==> config.mk <==
export PLATFORM = sky130hd
export DESIGN_NAME = alu_exec_stage_flat
export DESIGN_NICKNAME = d
export VERILOG_FILES = /design/src/rtl/alu_pkg.sv /design/src/rtl/alu_exec_stage_if.sv /design/src/rtl/alu_core.sv /design/src/rtl/alu_exec_stage.sv /design/src/flat_wrapper.sv
export SDC_FILE = /design/constraint.sdc
export NUM_CORES = 1
export LEC_CHECK = 0
export BUFFER_PORTS_ARGS = -buffer_cell sky130_fd_sc_hd__buf_2
export CAP_MARGIN = 20
export CORE_ASPECT_RATIO = 1.25
export CORE_UTILIZATION = 34
export CTS_CLUSTER_SIZE = 8
export DETAILED_ROUTE_END_ITERATION = 8
export PLACE_DENSITY_LB_ADDON = 0.05
export SLEW_MARGIN = 20
export SYNTH_ARGS = -nofsm -noshare
export SYNTH_HDL_FRONTEND = slang
export SYNTH_SLANG_ARGS = --single-unit
==> constraint.sdc <==
create_clock -name clk -period 4.75 [get_ports clk]
set_input_delay 0.95 -clock clk [delete_from_list [all_inputs] [get_ports clk]]
set_output_delay 0.95 -clock clk [all_outputs]
set_load 0.02 [all_outputs]
==> src/rtl/alu_pkg.sv <==
`default_nettype none
// ============================================================================
// Module      : alu_pkg
// Description : Shared ALUControl encodings for the ALU control decoder and
//               the execute stage. Both sides import these constants so the
//               code map is defined in exactly one place.
// Contents    : alu_ctrl_t, ALU_* code constants, is_legal() helper.
// Revision    : 1.0 - initial release
// ============================================================================
package alu_pkg;

   typedef logic [3:0] alu_ctrl_t;

   localparam alu_ctrl_t ALU_ADD     = 4'b0000;
   localparam alu_ctrl_t ALU_SUB     = 4'b0001;
   localparam alu_ctrl_t ALU_AND     = 4'b0010;
   localparam alu_ctrl_t ALU_OR      = 4'b0011;
   localparam alu_ctrl_t ALU_SLT     = 4'b0101;
   localparam alu_ctrl_t ALU_ILLEGAL = 4'b1111;

   // True for the five codes the execute stage implements.
   function automatic logic is_legal(input alu_ctrl_t ctrl);
      return (ctrl == ALU_ADD) || (ctrl == ALU_SUB) || (ctrl == ALU_AND) ||
             (ctrl == ALU_OR)  || (ctrl == ALU_SLT);
   endfunction

endpackage
`default_nettype wire

==> src/rtl/alu_exec_stage_if.sv <==
`default_nettype none
// ============================================================================
// Module      : alu_exec_stage_if
// Description : Valid/ready bus into and out of the ALU execute stage.
//               Input side : in_valid, in_ready, alu_ctrl, src_a, src_b, tag_in
//               Output side: out_valid, out_ready, result, zero, illegal, tag_out
//               master = pipeline side (drives ops, accepts results)
//               slave  = execute stage
// Revision    : 1.0 - initial release
// ============================================================================
interface alu_exec_stage_if
   import alu_pkg::*;
#(
   parameter int XLEN = 32,
   parameter int TAGW = 5
);
   logic            in_valid;
   logic            in_ready;
   alu_ctrl_t       alu_ctrl;
   logic [XLEN-1:0] src_a;
   logic [XLEN-1:0] src_b;
   logic [TAGW-1:0] tag_in;

   logic            out_valid;
   logic            out_ready;
   logic [XLEN-1:0] result;
   logic            zero;
   logic            illegal;
   logic [TAGW-1:0] tag_out;

   modport master (
      output in_valid, alu_ctrl, src_a, src_b, tag_in, out_ready,
      input  in_ready, out_valid, result, zero, illegal, tag_out
   );

   modport slave (
      input  in_valid, alu_ctrl, src_a, src_b, tag_in, out_ready,
      output in_ready, out_valid, result, zero, illegal, tag_out
   );
endinterface
`default_nettype wire

==> src/rtl/alu_core.sv <==
`default_nettype none
// ============================================================================
// Module      : alu_core
// Description : Purely combinational ALU evaluating one ALUControl code.
// Ports       : i_ctrl    ALUControl code
//               i_a, i_b  operands
//               o_result  result (0 for unsupported codes)
//               o_zero    result == 0, forced low for unsupported codes
//               o_illegal code is unsupported
// Revision    : 1.0 - initial release
// ============================================================================
module alu_core
   import alu_pkg::*;
#(
   parameter int XLEN = 32
) (
   input  alu_ctrl_t       i_ctrl,
   input  logic [XLEN-1:0] i_a,
   input  logic [XLEN-1:0] i_b,
   output logic [XLEN-1:0] o_result,
   output logic            o_zero,
   output logic            o_illegal
);

   always_comb begin
      o_result  = '0;
      o_illegal = !is_legal(i_ctrl);
      case (i_ctrl)
         ALU_ADD: o_result = i_a + i_b;
         ALU_SUB: o_result = i_a - i_b;
         ALU_AND: o_result = i_a & i_b;
         ALU_OR:  o_result = i_a | i_b;
         ALU_SLT: o_result = {{(XLEN-1){1'b0}}, ($signed(i_a) < $signed(i_b))};
         default: o_result = '0;
      endcase
      // An illegal op must never look like a taken branch compare.
      o_zero = !o_illegal && (o_result == '0);
   end

endmodule
`default_nettype wire

==> src/rtl/alu_exec_stage.sv <==
`default_nettype none
// ============================================================================
// Module      : alu_exec_stage
// Description : Execute stage behind the ALU control decoder. Accepts ops over
//               a valid/ready handshake, evaluates them in alu_core and holds
//               results in an output register (OR) backed by a skid register
//               (SK) so back-pressure never drops an op. Counts accepted
//               unsupported codes (saturating) for debug.
// Ports       : clk         clock, rising edge
//               rst_n       asynchronous active-low reset
//               flush       synchronous pipeline flush, highest priority
//               bus         valid/ready op/result bus (slave side)
//               illegal_cnt saturating count of accepted illegal ops
// Revision    : 1.0 - initial release
// ============================================================================
module alu_exec_stage
   import alu_pkg::*;
#(
   parameter int XLEN = 32,
   parameter int TAGW = 5,
   parameter int CNTW = 8
) (
   input  logic                clk,
   input  logic                rst_n,
   input  logic                flush,
   alu_exec_stage_if.slave     bus,
   output logic [CNTW-1:0]     illegal_cnt
);

   localparam logic [CNTW-1:0] c_CNT_MAX = '1;

   logic [XLEN-1:0] w_result;
   logic            w_zero;
   logic            w_illegal;
   logic            w_accept;
   logic            w_or_free;

   logic            r_or_valid;
   logic [XLEN-1:0] r_or_result;
   logic            r_or_zero;
   logic            r_or_illegal;
   logic [TAGW-1:0] r_or_tag;

   logic            r_sk_valid;
   logic [XLEN-1:0] r_sk_result;
   logic            r_sk_zero;
   logic            r_sk_illegal;
   logic [TAGW-1:0] r_sk_tag;

   logic [CNTW-1:0] r_illegal_cnt;

   alu_core #(.XLEN(XLEN)) u_alu_core (
      .i_ctrl    (bus.alu_ctrl),
      .i_a       (bus.src_a),
      .i_b       (bus.src_b),
      .o_result  (w_result),
      .o_zero    (w_zero),
      .o_illegal (w_illegal)
   );

   // in_ready is a pure function of the SK valid flop, so it is registered.
   // An offer during flush is discarded, never accepted.
   assign w_accept  = bus.in_valid && !r_sk_valid && !flush;
   // OR can take a new entry when it is empty or draining this edge.
   assign w_or_free = !r_or_valid || bus.out_ready;

   always_ff @(posedge clk or negedge rst_n) begin
      if (!rst_n) begin
         r_or_valid   <= 1'b0;
         r_or_result  <= '0;
         r_or_zero    <= 1'b0;
         r_or_illegal <= 1'b0;
         r_or_tag     <= '0;
         r_sk_valid   <= 1'b0;
         r_sk_result  <= '0;
         r_sk_zero    <= 1'b0;
         r_sk_illegal <= 1'b0;
         r_sk_tag     <= '0;
      end else if (flush) begin
         r_or_valid <= 1'b0;
         r_sk_valid <= 1'b0;
      end else if (w_or_free) begin
         if (r_sk_valid) begin
            // Older SK entry goes first; no accept possible since in_ready=0.
            r_or_valid   <= 1'b1;
            r_or_result  <= r_sk_result;
            r_or_zero    <= r_sk_zero;
            r_or_illegal <= r_sk_illegal;
            r_or_tag     <= r_sk_tag;
            r_sk_valid   <= 1'b0;
         end else if (w_accept) begin
            r_or_valid   <= 1'b1;
            r_or_result  <= w_result;
            r_or_zero    <= w_zero;
            r_or_illegal <= w_illegal;
            r_or_tag     <= bus.tag_in;
         end else begin
            r_or_valid <= 1'b0;
         end
      end else if (w_accept) begin
         // OR stalled: park the new op in SK, holding OR outputs steady.
         r_sk_valid   <= 1'b1;
         r_sk_result  <= w_result;
         r_sk_zero    <= w_zero;
         r_sk_illegal <= w_illegal;
         r_sk_tag     <= bus.tag_in;
      end
   end

   always_ff @(posedge clk or negedge rst_n) begin
      if (!rst_n) begin
         r_illegal_cnt <= '0;
      end else if (w_accept && w_illegal && (r_illegal_cnt != c_CNT_MAX)) begin
         r_illegal_cnt <= r_illegal_cnt + 1'b1;
      end
   end

   assign bus.in_ready  = !r_sk_valid;
   assign bus.out_valid = r_or_valid;
   assign bus.result    = r_or_result;
   assign bus.zero      = r_or_zero;
   assign bus.illegal   = r_or_illegal;
   assign bus.tag_out   = r_or_tag;
   assign illegal_cnt   = r_illegal_cnt;

endmodule
`default_nettype wire

==> src/flat_wrapper.sv <==
// flat-port wrapper written by rule: the top's interface ports become plain ports
module alu_exec_stage_flat import alu_pkg::*;
#(
   parameter int XLEN = 32,
   parameter int TAGW = 5,
   parameter int CNTW = 8
)
  (clk, rst_n, flush, illegal_cnt, bus_in_valid, bus_alu_ctrl, bus_src_a, bus_src_b, bus_tag_in, bus_out_ready, bus_in_ready, bus_out_valid, bus_result, bus_zero, bus_illegal, bus_tag_out);
  alu_exec_stage_if #(.XLEN(XLEN), .TAGW(TAGW)) bus_i ();
  input  logic clk;
  input  logic rst_n;
  input  logic flush;
  output logic [CNTW-1:0] illegal_cnt;
  input wire logic [$bits(bus_i.in_valid)-1:0] bus_in_valid;
  input wire logic [$bits(bus_i.alu_ctrl)-1:0] bus_alu_ctrl;
  input wire logic [$bits(bus_i.src_a)-1:0] bus_src_a;
  input wire logic [$bits(bus_i.src_b)-1:0] bus_src_b;
  input wire logic [$bits(bus_i.tag_in)-1:0] bus_tag_in;
  input wire logic [$bits(bus_i.out_ready)-1:0] bus_out_ready;
  output wire logic [$bits(bus_i.in_ready)-1:0] bus_in_ready;
  output wire logic [$bits(bus_i.out_valid)-1:0] bus_out_valid;
  output wire logic [$bits(bus_i.result)-1:0] bus_result;
  output wire logic [$bits(bus_i.zero)-1:0] bus_zero;
  output wire logic [$bits(bus_i.illegal)-1:0] bus_illegal;
  output wire logic [$bits(bus_i.tag_out)-1:0] bus_tag_out;
  assign bus_i.in_valid = bus_in_valid;
  assign bus_i.alu_ctrl = bus_alu_ctrl;
  assign bus_i.src_a = bus_src_a;
  assign bus_i.src_b = bus_src_b;
  assign bus_i.tag_in = bus_tag_in;
  assign bus_i.out_ready = bus_out_ready;
  assign bus_in_ready = bus_i.in_ready;
  assign bus_out_valid = bus_i.out_valid;
  assign bus_result = bus_i.result;
  assign bus_zero = bus_i.zero;
  assign bus_illegal = bus_i.illegal;
  assign bus_tag_out = bus_i.tag_out;
  alu_exec_stage #(.XLEN(XLEN), .TAGW(TAGW), .CNTW(CNTW)) u_core (.clk(clk), .rst_n(rst_n), .flush(flush), .bus(bus_i), .illegal_cnt(illegal_cnt));
endmodule
# After elaboration in Yosys (flattened, before gate mapping)
# Cells that the tools add are included.
totals:
  ff_bits: 88
  input_bits: 78
  out_inout_bits: 49
  wordCells: 61
op_classes:
  addsub: 3
  magnitude_cmp: 1
  eq_ne: 5
  n_mux: 16
  bitwise: 4
  n_reduce_logical: 21
ops:
  columns: ["operator", "count"]
  rows:
  - ["32-bit case mux with 5 select lines", 1]
  - ["32-bit two-way mux", 2]
  - ["32-bit adder", 1]
  - ["32-bit bitwise AND", 1]
  - ["32-bit zero test", 1]
  - ["32-bit less-than comparator", 1]
  - ["32-bit OR", 1]
  - ["32-bit subtractor", 1]
  - ["1-bit two-way mux", 11]
  - ["5-bit two-way mux", 2]
  - ["8-bit by 1-bit adder with 8-bit output (second input constant)", 1]
  - ["4-bit by 2-bit == test with 1-bit output (second input constant)", 2]
  - ["8-bit inequality test (second input constant)", 1]
  - ["3-bit AND reduction", 2]
  - ["1-bit logical AND", 5]
  - ["1-bit logical OR", 5]
  - ["4-bit by 1-bit == test with 1-bit output (second input constant)", 1]
  - ["4-bit by 3-bit == test with 1-bit output (second input constant)", 1]
  - ["1-bit zero test", 4]
  - ["4-bit zero test", 1]
  - ["2-bit nonzero test", 2]
  - ["3-bit nonzero test", 1]
  - ["1-bit inverter", 2]

# Depth between registers and ports, before layout
logic_depth:
  ltp_word: 8
  ltp_mapped: 15
  ltp_nobuf: 15

# By module
# A second synthesis with hierarchy kept.
hier_totals:
  hier_cells: 1122
  hier_area_um2: 9081.2
modules_own_cells:
  columns: ["mod", "instances", "cells_per_inst", "area_per_inst_um2", "seq_area_each_um2"]
  rows:
  - ["alu_core", 1, 821, 5363.9, 0.0]
  - ["alu_exec_stage", 1, 301, 3717.3, 2202.1]

# Worst setup path before layout
# Ideal clock, no wire load.
synth_path:
  path_kind: "in2reg"
  start: "input bus_src_a[0]"
  end: "register u_core.r_or_zero (netlist: u_core.bus.zero)"
  setup_ns: 0.090
  arrival_time_ns: 3.913
  required_time_ns: 4.660
  setup_slack_ns: 0.747
  stages: 15
  path_buffers: 0
  path_cell_list: "inv_1 -> ha_1 -> fa_1 -> nor2_1 -> o311ai_4 -> a21oi_1 -> or2_1 -> a21oi_1 -> a221oi_1 -> o22ai_1 -> a2111oi_2 -> and4b_1 -> nand4_1 -> or4_4 -> o31ai_4"
synth_via:
  elab_chain_cells: 6
  word_cells_on_any_way: 10
  cone_classes: "add/sub (2); order compare (1); mux (3); bitwise (2); reduce/logical (2)"
synth_lines:
  columns: ["element", "line_no", "rtl"]
  rows:
  - ["from (decl)", "flat_wrapper.sv:16", "input wire logic [$bits(bus_i.src_a)-1:0] bus_src_a;"]
  - ["32-bit subtractor (tied with other cells)", "alu_core.sv:30", "ALU_SUB: o_result = i_a - i_b;"]
  - ["32-bit case mux with 5 select lines (*)", "alu_core.sv:28", "case (i_ctrl)"]
  - ["32-bit zero test (*)", "alu_core.sv:37", "o_zero = !o_illegal && (o_result == '0);"]
  - ["1-bit logical AND (*)", "alu_core.sv:37", null]
  - ["1-bit two-way mux (*)", "alu_exec_stage.sv:91", "end else if (w_accept) begin"]
  - ["1-bit two-way mux (*)", "alu_exec_stage.sv:83", "if (r_sk_valid) begin"]
  - ["to (signal assigned)", "alu_exec_stage.sv:87", "r_or_zero <= r_sk_zero;"]
  - ["to (signal assigned)", "alu_exec_stage.sv:94", "r_or_zero <= w_zero;"]
  - ["to (decl)", "alu_exec_stage.sv:40", "logic r_or_zero;"]
# Every way passes the cells marked *; elsewhere a longest branch is shown, timed or not. The select of a mux whose other input is x is not followed.
# A chain may end at the register's enable or synchronous reset.

# Final worst setup path
layout_path:
  start: "input bus_src_b[17]"
  end: "register u_core.r_or_zero (netlist: u_core.bus.zero)"
layout_via:
  elab_chain_cells: 6
  word_cells_on_any_way: 10
  cone_classes: "add/sub (2); order compare (1); mux (3); bitwise (2); reduce/logical (2)"
layout_lines:
  columns: ["element", "line_no", "rtl"]
  rows:
  - ["from (decl)", "flat_wrapper.sv:17", "input wire logic [$bits(bus_i.src_b)-1:0] bus_src_b;"]
  - ["32-bit subtractor (tied with other cells)", "alu_core.sv:30", null]
  - ["32-bit case mux with 5 select lines (*)", "alu_core.sv:28", null]
  - ["32-bit zero test (*)", "alu_core.sv:37", null]
  - ["1-bit logical AND (*)", "alu_core.sv:37", null]
  - ["1-bit two-way mux (*)", "alu_exec_stage.sv:91", null]
  - ["1-bit two-way mux (*)", "alu_exec_stage.sv:83", null]
# Marked as above.

==> results by group <==
Route
  • ANT nets after route: 0
  • Post-DR vias/cell: 5.45
  • Vias post-DR: 9077
  • Drt total wl: 31300 um
  • DR pass1 iterations: 8
  • Avg WL per Cell: 18.8 um
  • DRC: 0
  • Initial drt markers: 538

STA
  • Final count of hold timing violations: 0
  • Max-slew headroom: 47.6%
  • Setup Skew: 0.00774 ns
  • Min Hold Slack: 0.472 ns
  • Fmax: 216 MHz
  • TNS Setup: 0 ns
  • Setup violations, final: 0
  • Tightest Pin Transition: 0.779 ns
  • Minimum clock period: 4.63 ns
  • Fin crit share: 97.5%
  • Pins Over Slew Limit: 0
  • Setup ws final: 0.117 ns
  • RSZ-0062 raised after global routing: no

Flow run
  • Max-cap viol count: 0

Logic synthesis
  • Adder-Cell Fraction of Synth Area: 14.1%
  • Number of synthesized flops with an enable pin: 0
  • Post-Synth XOR/XNOR Area: 2.53%
  • Avg Cell Area, Syn: 7.73 um2
  • Library cells used by synthesis: 84
  • Register area share after synthesis: 24.4%
  • Mapped Area: 9010 um2
  • Largest area contributor in the netlist: dfrtp_1
  • Synth top area share: 24.4%
  • Post-synthesis mux area share: 6.60%
  • Largest family of logic cells by synthesized area: compound AO/OA/AOI/OAI gates
  • Syn_nets: 1344
  • Simple-Gate Fraction of Synth Area: 18.3%
  • Warnings from Yosys: 0
  • Post-synthesis register bit count: 88
  • Post-synthesis cell count: 1166
  • Post-synth top flop: dfrtp_1
  • Complex-gate fraction of the synthesized area: 26.4%
  • Ranking of synthesized cells by area: dfrtp_1 24%, ha_1 14%, a21oi_1 6.1%, nand2_1 5.7%, o21ai_0 5.7%
  • Asr flop ratio synth: 100%

Clocking
  • Clock Path Buffers: 2
  • Setup Fix Bufs, Post-CTS: 0
  • Clock slew at reported path FFs: 0.07 ns
  • H-tree levels: 3
  • Worst skew pair latency: 0.34 ns
  • Root buffer cell: clkbuf_16
  • CTS tree: built
  • Post-CTS sizing: 0
  • CTS Hold Buffers Added: 0
  • Num CTS Buffers: 9
  • Clk sinks: 88

Floorplanning
  • Die Ht: 184 um
  • Core area: 26000 um2
  • Die W: 148 um
  • Cell Rows: 66
  • I/O pin total: 127
  • Starting Density: 34.6%
  • Die ar.: 27200 um2

Global routing
  • Total grt overflow: 0
  • Initial antenna violation count: 0
  • GRT Overall Usage: 23.2%
  • Largest net degree at the start of global routing: 59
  • First-pass GRT wire length: 48900 um
  • Vias in the first global route: 8753

Worst setup path
  • Crit path launch type: primary input
  • RR Startpoint: u_core.r_sk_valid
  • WP data arrival: 4.89 ns
  • CP Data Required Time: 5.00 ns
  • Reg-to-reg slack, setup: 2.44 ns
  • Reg-to-reg endpoint: u_core.bus.result[28]
  • Worst setup EP type: register
  • Crit path max fanout: 9
  • WS Path Type: primary input to register
  • FF-to-FF path depth: 6

Place
  • Pre-CTS setup slack: -0.167 ns
  • DPL Wire Length: 25500 um
  • Post-DP Area: 10500 um2
  • PortBufs: 126
  • GP Congestion: 0.893

Worst hold path
  • Critical hold path startpoint: u_core.bus.tag_out[0]
  • Cell count of the worst hold path: 2
  • Hold Path Sink: u_core.bus.tag_out[0]
  • Hold crit path type: register to register

Pwr
  • Leak: 5.31 nW
  • VDD IR max: 141 uV
  • Cell area power density: 261 nW/um2

Finish
  • Fin nets: 1499
  • Share of post-route cells with drive strength above 1: 20.9%
  • Final Cell Area: 10800 um2
  • Fin util: 41.4%
  • # diodes: 0
  • Syn-to-layout area delta: 19.6%

Status
  • Status: finished, final reports clean
## Yosys cell counts, types with 10 or more instances
master      n
nand2_1   137
a21oi_1   109
inv_1     105
o21ai_0   102
ha_1       98
dfrtp_1    88
nor2_1     85
clkbuf_1   45
mux2i_1    29
mux2_2     25
nor3_1     25
o211ai_1   24
xnor2_1    23
nand3_1    22
buf_2      17
o31ai_1    17
nor4_1     16
a211oi_1   14
nand4_1    12
o22ai_1    10
## where the power goes
group | internal (W) | switching, W
Clock | 0.000461 | 0.000287
Combinational | 0.000439 | 0.000687
Sequential | 0.000874 | 0.0000705
Total | 0.00177 | 0.00104
## stage by stage
stage | total power, W | std cells
2_1_floorplan | 0.00165 | 1166
3_3_place_gp | 0.00208 | 1649
3_5_place_dp | 0.00208 | 1649
4_1_cts | 0.00285 | 1665
5_1_grt | 0.00300 | 1666
6_report | 0.00282 | 1666
## placed cells by master, fill, tap and decap left out, types with 4 or more instances in the layout
cell type | Yosys | routed
a221oi_1 | 7 | 7
nor2_1 | 85 | 85
o21ai_0 | 102 | 102
o31ai_1 | 17 | 17
ha_1 | 98 | 98
or3_1 | 7 | 6
o21bai_1 | 4 | 4
o21a_1 | 4 | 4
buf_2 | 17 | 125
and2_1 | 4 | 4
a21o_1 | 8 | 8
a31oi_1 | 6 | 6
o21ai_1 | 5 | 5
nand2b_1 | 9 | 9
nor2b_1 | 9 | 9
clkbuf_16 | 0 | 9
mux2_2 | 25 | 25
dfrtp_1 | 88 | 88
nor3_1 | 25 | 25
nand4_1 | 12 | 12
inv_1 | 105 | 105
o311ai_0 | 4 | 4
o2111ai_1 | 4 | 4
o22ai_1 | 10 | 10
nand3_1 | 22 | 21
mux2i_1 | 29 | 29
nor4_1 | 16 | 16
a211oi_1 | 14 | 14
a21boi_0 | 4 | 4
a21oi_1 | 109 | 109
and3_1 | 9 | 9
nand2_1 | 137 | 137
o211ai_1 | 24 | 24
xnor2_1 | 23 | 23
buf_4 | 3 | 84
## flip-flops by register name (all words and copies together), names as in the netlist
register	count
u_core.bus.result	32
u_core.r_sk_result	32
u_core.illegal_cnt	8
u_core.bus.tag_out	5
u_core.r_sk_tag	5
u_core.bus.illegal	1
u_core.bus.out_valid	1
u_core.bus.zero	1
u_core.r_sk_illegal	1
u_core.r_sk_valid	1
u_core.r_sk_zero	1
## logic make-up after synthesis
kind of cell | Yosys count
adder cells (fa/ha/maj) | 100
flip-flops | 88
multiplexers | 55
buffers and inverters | 173
XOR/XNOR | 26
AO/OA/AOI/OAI | 370
AND/OR/NAND/NOR | 354
## cell type report
class	instances	area, um2
Timing Repair Buffer	212	1320
Multi-Input combinational cell	905	6130
Clock buffer	11	233
Tap cell	340	425
Sequential cell	88	2200
Fill cell	2749	15200
Inverter	105	394
Clock inverter	5	81.3
## metal layers
metal | vias to the layer above | share of wire (%) | GRT usage [%]
met1 | 4278 | 46 | 30.3
met4 | 0 | 3.0 | 8.74
met2 | 276 | 47 | 39.3
met5 | - | 0 | 0
li1 | 4464 | - | -
met3 | 59 | 4.1 | 2.36
## critical path, cell delays in order
cell	delay [ns]
buf_2	0.09
inv_1	0.05
ha_1	0.40
buf_4	0.21
a21oi_1	0.26
o211ai_1	0.13
a21boi_0	0.35
o211ai_1	0.31
a221oi_1	0.64
o31ai_1	0.16
a21oi_1	0.24
o22ai_1	0.11
nor2_1	0.09
o22ai_1	0.13
or4_4	0.59
o31ai_4	0.17
## how the worst max path moves through the flow
stage | from | to | slack, ns | depth (start not counted)
detailed placement | bus_src_b[16] | u_core.bus.zero | -0.17 | 14
global placement | bus_src_b[16] | u_core.bus.zero | -0.25 | 14
CTS | bus_src_b[16] | u_core.bus.zero | 0.19 | 14
global route | bus_src_b[17] | u_core.bus.zero | 0.03 | 16
floorplan | bus_src_a[0] | u_core.bus.zero | 0.75 | 15
finish | bus_src_b[17] | u_core.bus.zero | 0.12 | 16
No activity file was read; power rests on OpenSTA's default activity.
